--- config.mk ---
export PLATFORM = sky130hd
export DESIGN_NAME = shift_param_bank
export DESIGN_NICKNAME = d
export VERILOG_FILES = /design/src/rtl/shift_param_bank.sv
export SDC_FILE = /design/constraint.sdc
export NUM_CORES = 2
export LEC_CHECK = 0
export CAP_MARGIN = 20
export CORE_ASPECT_RATIO = 0.9
export CORE_MARGIN = 10
export CORE_UTILIZATION = 25
export DETAILED_ROUTE_END_ITERATION = 8
export GPL_ROUTABILITY_DRIVEN = 0
export HOLD_SLACK_MARGIN = 0.08
export PLACE_DENSITY = 0.44
export SETUP_SLACK_MARGIN = 0.2
export SYNTH_ARGS = -nofsm -noshare
export SYNTH_HDL_FRONTEND = slang
export SYNTH_SLANG_ARGS = --single-unit
--- constraint.sdc ---
create_clock -name clk -period 6.1 [get_ports clk]
set_input_delay 0.61 -clock clk [delete_from_list [all_inputs] [get_ports clk]]
set_output_delay 0.61 -clock clk [all_outputs]
set_load 0.005 [all_outputs]
--- src/rtl/shift_param_bank.sv ---
// Banked store of per-layer, per-channel requantisation shift bytes.
// Config-bus write port, single-cycle random lookup port, and a valid/ready
// stream that walks one layer's channels in order.
module shift_param_bank #(
  parameter int unsigned DATA_W    = 8,
  parameter int unsigned CH        = 64,
  parameter int unsigned LAYERS    = 4,
  parameter int unsigned CH_W      = $clog2(CH),
  parameter int unsigned LAYER_W   = (LAYERS > 1) ? $clog2(LAYERS) : 1,
  parameter string       INIT_FILE = ""
) (
  input  logic               clk,
  input  logic               rst,
  input  logic               cfg_we,
  input  logic [LAYER_W-1:0] cfg_layer,
  input  logic [CH_W-1:0]    cfg_addr,
  input  logic [DATA_W-1:0]  cfg_wdata,
  output logic               cfg_err,
  input  logic               rd_req,
  input  logic [LAYER_W-1:0] rd_layer,
  input  logic [CH_W-1:0]    rd_addr,
  output logic               rd_valid,
  output logic [DATA_W-1:0]  rd_data,
  input  logic               st_start,
  input  logic [LAYER_W-1:0] st_layer,
  input  logic [CH_W:0]      st_count,
  output logic               out_valid,
  input  logic               out_ready,
  output logic [DATA_W-1:0]  out_data,
  output logic [CH_W-1:0]    out_ch,
  output logic               out_last,
  output logic               busy
);

  localparam int unsigned DEPTH = LAYERS * CH;
  localparam int unsigned IDX_W = (DEPTH > 1) ? $clog2(DEPTH) : 1;

  typedef enum logic [1:0] {IDLE, STREAM, DRAIN} state_t;

  logic [DATA_W-1:0] mem [DEPTH];

  state_t             state_q, state_d;
  logic [LAYER_W-1:0] layer_q, layer_d;
  logic [CH_W:0]      count_q, count_d;
  logic [CH_W-1:0]    ptr_q, ptr_d;
  logic               out_valid_q, out_valid_d;
  logic [DATA_W-1:0]  out_data_q, out_data_d;
  logic [CH_W-1:0]    out_ch_q, out_ch_d;
  logic               out_last_q, out_last_d;
  logic               busy_q, busy_d;
  logic               rd_valid_q, rd_valid_d;
  logic [DATA_W-1:0]  rd_data_q, rd_data_d;
  logic               cfg_err_q, cfg_err_d;

  logic wr_ok_c;
  logic last_c;

  function automatic logic [IDX_W-1:0] flat_idx(input logic [LAYER_W-1:0] l,
                                                input logic [CH_W-1:0]    c);
    return IDX_W'(l) * IDX_W'(CH) + IDX_W'(c);
  endfunction

  // Zero-extended compare keeps the check meaningful for non-power-of-2 sizes
  function automatic logic layer_ok(input logic [LAYER_W-1:0] l);
    return {1'b0, l} < (LAYER_W+1)'(LAYERS);
  endfunction

  function automatic logic ch_ok(input logic [CH_W-1:0] c);
    return {1'b0, c} < (CH_W+1)'(CH);
  endfunction

  // Writes must not touch the layer currently being streamed
  assign wr_ok_c = cfg_we && layer_ok(cfg_layer) && ch_ok(cfg_addr) &&
                   !((state_q != IDLE) && (cfg_layer == layer_q));

  assign last_c = ({1'b0, ptr_q} == (count_q - (CH_W+1)'(1)));

  // Synchronous write port; contents are never reset
  always_ff @(posedge clk) begin
    if (wr_ok_c) begin
      mem[flat_idx(cfg_layer, cfg_addr)] <= cfg_wdata;
    end
  end

  // Next-state and registered-output logic
  always_comb begin
    state_d     = state_q;
    layer_d     = layer_q;
    count_d     = count_q;
    ptr_d       = ptr_q;
    out_valid_d = out_valid_q;
    out_data_d  = out_data_q;
    out_ch_d    = out_ch_q;
    out_last_d  = out_last_q;
    rd_valid_d  = 1'b0;
    rd_data_d   = rd_data_q;
    cfg_err_d   = cfg_we && !wr_ok_c;

    unique case (state_q)
      IDLE: begin
        if (st_start) begin
          if ((st_count != '0) && (st_count <= (CH_W+1)'(CH))) begin
            state_d = STREAM;
            layer_d = st_layer;
            count_d = st_count;
            ptr_d   = '0;
          end
        end else if (rd_req) begin
          rd_valid_d = 1'b1;
          rd_data_d  = (layer_ok(rd_layer) && ch_ok(rd_addr)) ?
                       mem[flat_idx(rd_layer, rd_addr)] : '0;
        end
      end
      STREAM: begin
        if (!out_valid_q || out_ready) begin
          out_valid_d = 1'b1;
          out_data_d  = layer_ok(layer_q) ? mem[flat_idx(layer_q, ptr_q)] : '0;
          out_ch_d    = ptr_q;
          out_last_d  = last_c;
          ptr_d       = ptr_q + CH_W'(1);
          if (last_c) begin
            state_d = DRAIN;
          end
        end
      end
      DRAIN: begin
        if (out_valid_q && out_ready) begin
          out_valid_d = 1'b0;
          out_last_d  = 1'b0;
          state_d     = IDLE;
        end
      end
      default: state_d = IDLE;
    endcase

    busy_d = (state_d != IDLE);
  end

  // State and output registers
  always_ff @(posedge clk or posedge rst) begin
    if (rst) begin
      state_q     <= IDLE;
      layer_q     <= '0;
      count_q     <= '0;
      ptr_q       <= '0;
      out_valid_q <= 1'b0;
      out_data_q  <= '0;
      out_ch_q    <= '0;
      out_last_q  <= 1'b0;
      busy_q      <= 1'b0;
      rd_valid_q  <= 1'b0;
      rd_data_q   <= '0;
      cfg_err_q   <= 1'b0;
    end else begin
      state_q     <= state_d;
      layer_q     <= layer_d;
      count_q     <= count_d;
      ptr_q       <= ptr_d;
      out_valid_q <= out_valid_d;
      out_data_q  <= out_data_d;
      out_ch_q    <= out_ch_d;
      out_last_q  <= out_last_d;
      busy_q      <= busy_d;
      rd_valid_q  <= rd_valid_d;
      rd_data_q   <= rd_data_d;
      cfg_err_q   <= cfg_err_d;
    end
  end

  assign cfg_err   = cfg_err_q;
  assign rd_valid  = rd_valid_q;
  assign rd_data   = rd_data_q;
  assign out_valid = out_valid_q;
  assign out_data  = out_data_q;
  assign out_ch    = out_ch_q;
  assign out_last  = out_last_q;
  assign busy      = busy_q;

endmodule

==> reports/qor.csv <==
metric,value,unit
run status,"complete, no violations",
layout cells sized above 1,0.2238,
post-layout util,0.2879,
CTS sink cnt,2092,
antenna violations before repair,30,
M1 WL,173700,µm
TritonRoute pass-1 iters,6,
largest net degree at the start of global routing,133,
crit start category,flop,
Placeable Area,0.3928,mm²
endpoint class of the critical path,flop,
"Cell Area, Placed",0.1054,mm²
post-synth cell types,81,
CP Data Required Time,6920,ps
Synth Instances,5759,
Post-Route WL,405700,µm
Post-Syn Area,0.09878,mm²
Final ANT Viol Nets,0,
clk slew on worst S/H paths,60,ps
setup violators final,0,
Top Layer Used,met5,
Clock Tree Root,clkbuf_16,
Area Growth Syn to Fin,14.48,%
# fillers,38840,
min-delay worst type,in2reg,
number of synthesized register bits,2092,
Syn Area/Cell,17.15,µm²
Synth warnings,0,
Cell Pwr Density,373.5,mW/mm²
DR DRC count,0,
pins over their slew limit,0,
Die Wd,682.6,µm
Core Rows,218,
"Power, Total",42.24,mW
Final Net Count,5899,
"most common cell after layout, fill and taps aside",edfxtp_1,
buffers added on ports,65,
met3 WL,37480,µm
Starting Density,0.2515,
post-route cell area,0.1131,mm²
post-CTS setup buffer count,0,
global-route wire length before repair,547300,µm
critical path class,reg2reg,
wire per inst,36.12,µm
max cap viols,0,
Tmin final,4970,ps
number of synthesized flops with an enable pin,2048,
total track usage,0.1858,
CTS Hold Buffers Added,0,
setup TNS,0,ps
die area,0.4207,mm²
met2 routed WL,178800,µm
aggregate global routing overflow,0,
H-tree Lvls,4,
Die Height,616.3,µm
worst-path maximum fanout,61,
"FFs w/ async S/R, synth",0.02103,
Synthesized Nets,5800,
Slew @ Worst Pin,1313,ps
vias in the first global route,61270,
slew margin rel.,0.1222,
VDD IR max,0.3009,mV
clock tree buffer depth,4,
skew final,66.58,ps
most frequent cells in the layout,"edfxtp_1 (2048), mux2i_1 (749), mux4_2 (658)",
Fmax,201.2,MHz
CP arrival,5790,ps
1st-iter DRT viols,8604,
# IOs,66,
RSZ-0062 raised after global routing,false,
post-CTS sizing,0,
final worst-path cycle share,0.8148,
hpwl dp,272500,µm
Place WS,841.5,ps
via count,61800,
via density per instance,5.501,
CTS Buf Count,234,
slack of the critical path,1130,ps
CTS tree,built,
Main synth FF type,edfxtp_1,
post-synthesis sequential area ratio,0.6338,
Leakage,35.17,nW
final hold vios,0,
later-pin clock latency in the skew report,930,ps
-- power by group --
| group | internal [mW] | switching (mW) |
|---|---|---|
| clock | 8.22 | 6.10 |
| combinational | 4.07 | 7.36 |
| sequential | 15.9 | 0.571 |
-- kinds of logic (layout without fill, tap and decap cells) --
kind of cell	count (synthesis)	count (layout)	synth area share
xor gates and xnor gates	15	15	0.001330
AOI/OAI and AO/OA	955	955	0.06687
muxes	1438	1438	0.2307
adders and majority gates	2	2	0.0002533
buffers and inverters	463	759	0.03100
other	0	9	0
and+or+nand+nor	794	794	0.03613
DFF	2092	2092	0.6338
-- area by class of cell --
| type | count | area [µm²] | share of cell area |
|---|---|---|---|
| Inverter | 13 | 55.05 | 0.0004868 |
| Multi-Input combinational cell | 3204 | 33330 | 0.2947 |
| Tap cell | 5170 | 6469 | 0.05720 |
| Timing Repair Buffer | 313 | 2999 | 0.02652 |
| Sequential cell | 2092 | 62620 | 0.5537 |
| Clock buffer | 280 | 6151 | 0.05439 |
| Antenna cell | 9 | 22.52 | 0.0001992 |
| Clock inverter | 153 | 1444 | 0.01277 |
-- cells in the mapped netlist, types with 8 or more instances --
cell type	instances	area share
or4_1	12	0.00091
a21oi_1	106	0.0054
mux2i_1	749	0.076
a211o_1	13	0.0012
mux4_2	658	0.15
a211oi_1	91	0.0069
buf_2	88	0.0045
a22oi_1	94	0.0071
buf_4	99	0.0075
inv_1	12	0.00046
mux2_2	23	0.0026
nor2b_1	16	0.0010
o21ai_0	139	0.0070
a2111oi_0	21	0.0019
a22o_1	8	0.00071
clkbuf_1	158	0.0060
and3_1	8	0.00051
o22ai_1	237	0.015
o211ai_1	13	0.00099
nand3b_1	9	0.00068
and2_1	13	0.00082
a31oi_1	11	0.00070
or3_1	15	0.00095
nand2_1	200	0.0076
nor4_1	20	0.0013
dfrtp_1	44	0.011
edfxtp_1	2048	0.62
nand3_1	68	0.0034
xnor2_1	9	0.00080
nor2_1	336	0.013
nand2b_1	12	0.00076
nor3_1	45	0.0023
buf_6	81	0.0092
o32ai_1	9	0.00080
buf_8	12	0.0018
a221oi_1	48	0.0043
nand4_1	14	0.00089
o221ai_1	113	0.010
-- critical path, cell delays in order, from the launching register on --
cell       delay [ps]
dfrtp_2          1100
buf_4             310
clkinv_2          220
buf_12            270
a221oi_1          550
a21oi_1           190
a2111oi_1        1150
o2111ai_1         620
o211ai_1          260
-- final timing paths --
path | from | endpoint | slack (ps) | depth (start not counted)
worst max-delay path | ptr_q[2] | out_data[7] | 1130 | 8
worst min-delay path | cfg_wdata[1] | mem[153][1] | 120 | 1
worst max register to register | ptr_q[2] | out_data[7] | 1130 | 8
worst min register to register | out_ch[4] | out_ch[4] | 480 | 2
max in group asynchronous | rst | ptr_q[0] | 5190 | 3
min in group asynchronous | rst | busy | 230 | 3
-- metrics by stage --
stage | hold slack [ps] | cells
final | 124.1 | 11230
after global routing | 118.0 | 11230
after CTS | 94.79 | 11220
after detailed placement | 481.9 | 10790
after global placement | 477.5 | 10780
after floorplan | 470.0 | 5759
-- sequential cells by signal, summed over array words and instances, names as in the netlist, 2 cells and up --
register	flops
rd_data	8
count_q	7
ptr_q	6
layer_q	2
state_q	2
out_data	8
mem	2048
out_ch	6
-- per-layer routing --
| layer | track usage | vias to the layer above |
|---|---|---|
| met1 | 0.2608 | 33590 |
| met4 | 0.06284 | 12 |
| met2 | 0.2808 | 3178 |
| met3 | 0.04449 | 595 |
| met5 | 0 | - |
| li1 | - | 24430 |
Power figures use the tool's default switching activity.
